[src/rtl/inst_align_buffer_pkg.sv]
// Shared opcode and predecode-class definitions for the fetch/decode boundary.
// Used by the align buffer, the decoder and the hazard unit.
package inst_align_buffer_pkg;

   // Major opcode field inst[6:2]
   localparam logic [4:0] OP_LOAD   = 5'b00000;
   localparam logic [4:0] OP_IMM    = 5'b00100;
   localparam logic [4:0] OP_AUIPC  = 5'b00101;
   localparam logic [4:0] OP_STORE  = 5'b01000;
   localparam logic [4:0] OP_R      = 5'b01100;
   localparam logic [4:0] OP_LUI    = 5'b01101;
   localparam logic [4:0] OP_BRANCH = 5'b11000;
   localparam logic [4:0] OP_JALR   = 5'b11001;
   localparam logic [4:0] OP_JAL    = 5'b11011;
   localparam logic [4:0] OP_SYSTEM = 5'b11100;

   typedef enum logic [2:0] {
      CLS_ALU    = 3'd0,
      CLS_LOAD   = 3'd1,
      CLS_STORE  = 3'd2,
      CLS_BRANCH = 3'd3,
      CLS_JUMP   = 3'd4,
      CLS_SYSTEM = 3'd5,
      CLS_OTHER  = 3'd7
   } inst_class_e;

   localparam int PARCEL_W = 16;

endpackage

[src/rtl/inst_predecode.sv]
// Combinational predecode: maps the major opcode and instruction length of the
// head instruction to a coarse class and an illegal flag for 16-bit encodings.
module inst_predecode
   import inst_align_buffer_pkg::*;
#(
   parameter int ENABLE_RVC = 1
) (
   input  logic [4:0] opcode,
   input  logic       len32,
   output logic [2:0] cls,
   output logic       illegal
);

   localparam logic RVC_OFF = (ENABLE_RVC == 0);

   always_comb begin
      cls = CLS_OTHER;
      if (len32) begin
         case (opcode)
            OP_R, OP_IMM, OP_LUI, OP_AUIPC: cls = CLS_ALU;
            OP_LOAD:                        cls = CLS_LOAD;
            OP_STORE:                       cls = CLS_STORE;
            OP_BRANCH:                      cls = CLS_BRANCH;
            OP_JAL, OP_JALR:                cls = CLS_JUMP;
            OP_SYSTEM:                      cls = CLS_SYSTEM;
            default:                        cls = CLS_OTHER;
         endcase
      end
   end

   assign illegal = !len32 && RVC_OFF;

endmodule

[src/rtl/inst_align_buffer.sv]
// Parcel-granular circular buffer between fetch and decode; presents one aligned
// 16- or 32-bit instruction per handshake with its PC, length and predecode class.
module inst_align_buffer
   import inst_align_buffer_pkg::*;
#(
   parameter int DEPTH      = 8,
   parameter int PC_W       = 32,
   parameter int ENABLE_RVC = 1
) (
   input  logic                      clk,
   input  logic                      rst_n,
   input  logic                      flush,
   input  logic [PC_W-1:0]           flush_pc,
   input  logic                      fetch_valid,
   output logic                      fetch_ready,
   input  logic [31:0]               fetch_data,
   output logic                      dec_valid,
   input  logic                      dec_ready,
   output logic [31:0]               dec_inst,
   output logic [PC_W-1:0]           dec_pc,
   output logic                      dec_len32,
   output logic [2:0]                dec_class,
   output logic                      dec_illegal,
   output logic [$clog2(DEPTH):0]    occupancy
);

   localparam int PTR_W = $clog2(DEPTH);
   localparam int CNT_W = PTR_W + 1;
   localparam logic [CNT_W-1:0] PUSH_LIM = CNT_W'(DEPTH - 2);

   logic [PARCEL_W-1:0] parcel_q [DEPTH];
   logic [PTR_W-1:0]    wr_ptr, rd_ptr;
   logic [PTR_W-1:0]    wr_ptr_nx1, rd_ptr_nx1;
   logic [CNT_W-1:0]    count;
   logic [PC_W-1:0]     pc_q;
   logic                drop_low;

   logic [PARCEL_W-1:0] p0, p1;
   logic                head32;
   logic                push, pop;
   logic [1:0]          push_n, pop_n;

   assign wr_ptr_nx1 = wr_ptr + PTR_W'(1);
   assign rd_ptr_nx1 = rd_ptr + PTR_W'(1);

   // Head assembly; wrap from index DEPTH-1 to 0 falls out of the pointer width
   assign p0     = parcel_q[rd_ptr];
   assign p1     = parcel_q[rd_ptr_nx1];
   assign head32 = (p0[1:0] == 2'b11);

   assign fetch_ready = (count <= PUSH_LIM);
   assign dec_valid   = head32 ? (count >= CNT_W'(2)) : (count >= CNT_W'(1));
   assign dec_inst    = head32 ? {p1, p0} : {16'h0000, p0};
   assign dec_len32   = head32;
   assign dec_pc      = pc_q;
   assign occupancy   = count;

   assign push   = fetch_valid && fetch_ready && !flush;
   assign pop    = dec_valid && dec_ready && !flush;
   assign push_n = !push ? 2'd0 : (drop_low ? 2'd1 : 2'd2);
   assign pop_n  = !pop  ? 2'd0 : (head32   ? 2'd2 : 2'd1);

   inst_predecode #(
      .ENABLE_RVC (ENABLE_RVC)
   ) u_predecode (
      .opcode  (dec_inst[6:2]),
      .len32   (head32),
      .cls     (dec_class),
      .illegal (dec_illegal)
   );

   always_ff @(posedge clk or negedge rst_n) begin
      if (!rst_n) begin
         wr_ptr   <= '0;
         rd_ptr   <= '0;
         count    <= '0;
         pc_q     <= '0;
         drop_low <= 1'b0;
      end else if (flush) begin
         wr_ptr   <= '0;
         rd_ptr   <= '0;
         count    <= '0;
         pc_q     <= flush_pc & ~PC_W'(1);
         drop_low <= flush_pc[1];
      end else begin
         wr_ptr <= wr_ptr + PTR_W'(push_n);
         rd_ptr <= rd_ptr + PTR_W'(pop_n);
         count  <= count + CNT_W'(push_n) - CNT_W'(pop_n);
         pc_q   <= pc_q + PC_W'({pop_n, 1'b0});
         if (push) drop_low <= 1'b0;
      end
   end

   // Parcel storage holds data only and needs no reset
   always_ff @(posedge clk) begin
      if (push) begin
         if (drop_low) begin
            parcel_q[wr_ptr] <= fetch_data[31:16];
         end else begin
            parcel_q[wr_ptr]     <= fetch_data[15:0];
            parcel_q[wr_ptr_nx1] <= fetch_data[31:16];
         end
      end
   end

endmodule
[config.mk]
export PLATFORM = sky130hd
export DESIGN_NAME = inst_align_buffer
export DESIGN_NICKNAME = d
export VERILOG_FILES = /design/src/rtl/inst_align_buffer_pkg.sv /design/src/rtl/inst_predecode.sv /design/src/rtl/inst_align_buffer.sv
export SDC_FILE = /design/constraint.sdc
export NUM_CORES = 1
export LEC_CHECK = 0
export CAP_MARGIN = 20
export CORE_MARGIN = 10
export CORE_UTILIZATION = 40
export DETAILED_ROUTE_END_ITERATION = 10
export PLACE_DENSITY = 0.69
export SYNTH_ARGS = -nofsm -noshare
export SYNTH_HDL_FRONTEND = slang
export SYNTH_SLANG_ARGS = --single-unit
[constraint.sdc]
create_clock -name clk -period 3 [get_ports clk]
set_input_delay 0.6 -clock clk [delete_from_list [all_inputs] [get_ports clk]]
set_output_delay 0.6 -clock clk [all_outputs]
set_load 0.02 [all_outputs]
# After elaboration in Yosys (flattened, before gate mapping)
# Memory sizes are Yosys's and may differ from the RTL's.
# Cells that the tools add are included.
totals:
  romBits: 96
  ram_bits: 128
  out_inout_bits: 75
  in_bits: 69
  reg_bits: 43
  latch_bits: 0
  memories: 2
op_classes:
  add_sub_neg: 7
  n_lt_le_gt_ge: 3
  n_reduce_logical: 6
  shift: 0
  n_eq_ne: 1
  div: 0
  mul: 0
  n_mux: 20
  bitwise_logic: 1
memory_table:
  columns: ["memory", "words", "word_bits", "read_ports", "rd_ports_with_merged_regs", "wr", "line_no", "source"]
  rows:
  - ["parcel_q", 8, 16, 2, 0, 2, "inst_align_buffer.sv:31", "logic [PARCEL_W-1:0] parcel_q [DEPTH];"]
  - ["(no name shown)", 32, 3, 1, 0, 0, "inst_predecode.sv:19", "case (opcode)"]
op_table:
  columns: ["op", "count"]
  rows:
  - ["32-bit two-way mux", 2]
  - ["32-bit by 3-bit adder with 32-bit output", 1]
  - ["16-bit two-way mux", 1]
  - ["1-bit two-way mux", 9]
  - ["3-bit two-way mux", 3]
  - ["2-bit two-way mux", 4]
  - ["3-bit by 1-bit adder with 3-bit output (second input constant)", 2]
  - ["3-bit by 2-bit adder with 3-bit output", 2]
  - ["4-bit by 2-bit adder with 4-bit output", 1]
  - ["4-bit by 1-bit >= comparator with 1-bit output (second input constant)", 1]
  - ["4-bit by 2-bit >= comparator with 1-bit output (second input constant)", 1]
  - ["4-bit by 3-bit <= comparator with 1-bit output (second input constant)", 1]
  - ["1-bit logical AND", 4]
  - ["4-bit two-way mux", 1]
  - ["4-bit by 2-bit subtractor with 4-bit output", 1]
  - ["2-bit equality test (second input constant)", 1]
  - ["2-bit nonzero test", 1]
  - ["1-bit logical NOT", 1]
  - ["1-bit bitwise OR", 1]

# Logic depth before layout (Yosys ltp)
# An unclocked memory read counts as a cell.
logic_depth:
  word_depth: 8
  mapped_depth: 15

# Hierarchy
# A second synthesis with hierarchy kept.
hier_totals:
  cells_unflattened: 770
  area_unflattened_um2: 10368.7
by_module_without_submodules:
  columns: ["mod", "instances", "cells_per_inst", "area_per_inst_um2", "seq_area_each_um2"]
  rows:
  - ["inst_align_buffer", 1, 753, 10267.3, 4894.7]
  - ["inst_predecode", 1, 17, 101.3, 0.0]

# Worst setup path before layout
# OpenSTA, ideal clock, no wires.
synth_timing:
  path_kind: "flip-flop to flip-flop"
  from: "register rd_ptr[0]"
  to: "register pc_q[31] (netlist: dec_pc[31])"
  path_buffers: 2
  t_arrival_ns: 3.200
  slack_ns: -0.282
  t_required_ns: 2.917
  setup_ns: 0.083
  path_stages_with_launch: 15
  cell_sequence: "dfrtp_1 > buf_6 > mux4_1 > nand3_1 > o21a_1 > buf_2 > inv_1 > nor2_1 > ha_1 > fa_1 > nand4_1 > nor3_1 > nand4_1 > xor2_1 > o21ai_0"
synth_between:
  elab_chain_len: 8
  elab_cells_between_ends: 9
  cone_classes: "add/sub: 1; eq/ne: 1; mux: 4; reduce/logical: 2; memory: 1"
synth_lines:
  columns: ["item", "line_no", "source"]
  rows:
  - ["from (decl)", "inst_align_buffer.sv:32", "logic [PTR_W-1:0] wr_ptr, rd_ptr;"]
  - ["from (signal assigned)", "inst_align_buffer.sv:87", "rd_ptr <= rd_ptr + PTR_W'(pop_n);"]
  - ["memory 8 x 16 bit *", null, null]
  - ["2-bit equality test *", "inst_align_buffer.sv:49", "assign head32 = (p0[1:0] == 2'b11);"]
  - ["named net dec_len32", "inst_align_buffer.sv:21", "output logic dec_len32,"]
  - ["1-bit two-way mux", "inst_align_buffer.sv:52", "assign dec_valid = head32 ? (count >= CNT_W'(2)) : (count >= CNT_W'(1));"]
  - ["1-bit logical AND (2 in a row)", "inst_align_buffer.sv:59", "assign pop = dec_valid && dec_ready && !flush;"]
  - ["2-bit two-way mux *", "inst_align_buffer.sv:61", "assign pop_n = !pop ? 2'd0 : (head32 ? 2'd2 : 2'd1);"]
  - ["32-bit by 3-bit adder with 32-bit output *", "inst_align_buffer.sv:89", "pc_q <= pc_q + PC_W'({pop_n, 1'b0});"]
  - ["32-bit two-way mux *", "inst_align_buffer.sv:79", "end else if (flush) begin"]
  - ["to (signal assigned)", "inst_align_buffer.sv:83", "pc_q <= flush_pc & ~PC_W'(1);"]
  - ["to (signal assigned)", "inst_align_buffer.sv:89", null]
  - ["to (decl)", "inst_align_buffer.sv:35", "logic [PC_W-1:0] pc_q;"]
# Mark *: on every way through the listed nets, which the timed path passes. The rest lies on a longest branch.
# A chain may end at the register's enable or synchronous reset.

# Worst setup path after layout
layout_timing:
  from: "register rd_ptr[0]"
  to: "output dec_class[1]"
layout_between:
  elab_chain_len: 4
  elab_cells_between_ends: 5
  cone_classes: "eq/ne: 1; mux: 2; memory: 2"
layout_lines:
  columns: ["item", "line_no", "source"]
  rows:
  - ["memory 8 x 16 bit *", null, null]
  - ["32-bit two-way mux", "inst_align_buffer.sv:53", "assign dec_inst = head32 ? {p1, p0} : {16'h0000, p0};"]
  - ["memory 32 x 3 bit", null, null]
  - ["3-bit two-way mux *", "inst_predecode.sv:18", "if (len32) begin"]
  - ["to (decl)", "inst_align_buffer.sv:22", "output logic [2:0] dec_class,"]
# Every way passes the cells marked *; elsewhere a longest branch is shown, timed or not.

==> flow_summary.toml <==
[status]
status = "complete, but fails checks"
violations = "negative setup slack"

[clocking]
cts_tree = "yes"
clkTransAtPathRegs_ps = 70
clock_latency_ps = 440
cts_buffer_depth = 2
clockRootBuffer = "clkbuf_16"
cts_buffers = 17
clkSinkCount = 170
htree_levels = 4

[floorplan]
dieArea_mm2 = 0.0325
initial_utilization_pct = 40.7
rows = 58
ios = 144
core_mm2 = 0.0253
die_w_um = 180
die_h_um = 180

[timing]
maxSlewHeadroom_pct = 56.2
max_freq_mhz = 317
post-route-min-period_ps = 3150
rsz0062_at_grt = "true"
worstMarginPinSlew_ps = 657
drv_slew = 0
setup_viol = 42
finalCritPeriodShare_pct = 105
tns_ps = -2760
hold_viol = 0
fin_worst_skew_ps = 10.6
setup_ws_ps = -152

[synth]
synth_area_mm2 = 0.0103
yosysWarningCount = 0
yosysTopAreaCellShare_pct = 37.4
avgSynthCellArea_um2 = 13.9
synth_common_cells = "mux2_2 (141), edfxtp_1 (128), nand2_1 (75)"
yosys_register_bits = 170
yosysSeqAreaShare_pct = 47.6
synth_edf_count = 128
synth.most_common_cell = "mux2_2"
ys_types = 56
syn_inst = 742
synthTopCellsByArea = "edfxtp_1 (37%), mux2_2 (15%), mux4_2 (12%), dfrtp_1 (10%), nand2_1 (2.7%)"
yosysTopAreaCell = "edfxtp_1"
synthFlopType = "edfxtp_1"
ys_async_sr_fraction_pct = 24.7

[final_layout]
n_fill_cell = 2093
nets = 1040
post-route-util_pct = 53.9
syn_to_final_growth_pct = 32.3
ff_latch_area_mm2 = 0.00490
multiInputGateArea_mm2 = 0.00534
fin_cells = 1298
drive_gt1_share_pct = 45.7

[setup_path]
cp_slowest_cell = "dfrtp_4"
worstPathRequired_ps = 2400
crit_arrival_ps = 2550
cp-start-kind = "register"
path_cells = "buf_4, buf_4, mux4_2, mux2_2, inv_2, nor3_1, o31ai_2, buf_4"
crit_path_frequent_cell = "buf_4"
r2r-start = "rd_ptr[0]"
crit_path_end_kind = "output port"
cp_max_fo = 5
startpoint = "rd_ptr[0]"
critPathMaxStageDelay_ps = 520
path_class = "register to output port"

[grt]
grt_pass1_vias = 7575
grt.total_usage_pct = 17.6
grt_pass1_wl_mm = 44.9
grt_antenna_before_repair = 1
grt_max_degree = 72
grt_overflow = 0

[power_and_ir_drop]
power.density_mw_per_mm2 = 613
p_leak_uw = 0.00479
ir_drop_mv = 0.323

[place]
placedCellCount = 1240
port_buffers = 140
place.gp.congestion = 0.829
dp_slack_ps = -294
hpwl_mm = 19.3

[drt]
drt-vias-per-instance = 5.53
totalWireLength_mm = 29.1
via_count = 7174
final_antenna_net_count = 0
drc_errors = 0
drtIter0Drc = 641
wl_per_cell_um = 22.4
drt_pass1_iterations = 5

[hold_path]
hp-class = "input port to asynchronous set/reset pin"

[job]
maxCapViolCount = 0
registers in the layout, summed over array words and instances (netlist names):
register / count
wr_ptr: 3
occupancy: 4
drop_low: 1
dec_pc: 31
rd_ptr: 3
parcel_q: 128
area by class of cell:
class,count,share of cell area [%]
Inverter,21,0.607
Multi-Input combinational cell,509,39.2
Sequential cell,170,36.0
Clock buffer,17,3.13
Tap cell,330,3.03
Antenna cell,1,0.0184
Clock inverter,15,1.28
Timing Repair Buffer,235,16.7
logic make-up (layout without fill, tap and decap cells):
kind of cell / count (synthesis) / after routing / share of synthesized area [%]
compound gates: 81 / 81 / 5.44
xor+xnor: 37 / 37 / 3.30
fa+ha+maj: 17 / 17 / 2.43
buf+inv: 64 / 288 / 3.37
flops: 170 / 170 / 47.6
mux: 209 / 209 / 30.2
other cells: 1 / 3 / 0.0365
simple gates: 163 / 163 / 7.61
final timing paths:
kind                           endpoint  slack, ps  cells after the start
setup reg to reg             dec_pc[30]       -120                     13
min in group clk               drop_low        470                      3
setup / recovery           dec_class[1]       -150                      8
hold reg to reg              dec_pc[29]        600                      2
hold / removal             occupancy[1]        150                      1
max in group asynchronous    dec_pc[18]       2270                      2
layer usage:
| layer | global-route usage [%] | part of all wire, % |
|---|---|---|
| met4 | 6.76 | 2.3 |
| met3 | 3.94 | 6.2 |
| met5 | 0 | 0 |
| met2 | 29.3 | 50 |
| met1 | 21.9 | 42 |
through the flow:
stage               hold slack (ps)  cell area (um2)  power, uW
floorplan                       304            10300       4680
global placement                570            12500       5780
detailed placement              586            12500       5830
CTS                             152            13400       8240
global route                    178            13600       8710
finish                          151            13600       8350
report_power, final:
part / internal (uW) / switching (uW) / leakage [uW]
Sequential: 2720 / 136 / 0.00168
Combinational: 1710 / 1550 / 0.00283
Clock: 1190 / 1050 / 0.000288
worst max-delay path: cells and delay by family (launching register included):
kind	cells	cell delay [ps]
AO/OA/AOI/OAI	1	230
buffers and inverters	4	560
flip-flops	1	520
multiplexers	2	740
AND/OR/NAND/NOR	1	60
layout by cell type, fill, tap and decap left out, drive strengths merged, types with 7 or more instances in the layout:
cell	netlist	routed
xnor2	10	10
a21oi	31	31
buf	30	124
dfrtp	42	42
mux4	64	64
xor2	27	27
clkbuf	13	21
edfxtp	128	128
mux2	143	143
nand3	26	26
o21ai	33	33
clkdlybuf4s50	0	101
nor2	24	24
ha	12	12
nor3	7	7
inv	21	28
nand2	75	75
and3	7	7
repair_timing:
item | in CTS | in global routing
buffers inserted | 15 | 11
pin swaps | 14 | 12
setup endpoints to repair | 63 | 56
hold endpoints to repair | 0 | 0
hold buffers | 0 | 0
gates resized for setup | 169 | 81
gates cloned | 2 | 0
Power figures use the tool's default switching activity.
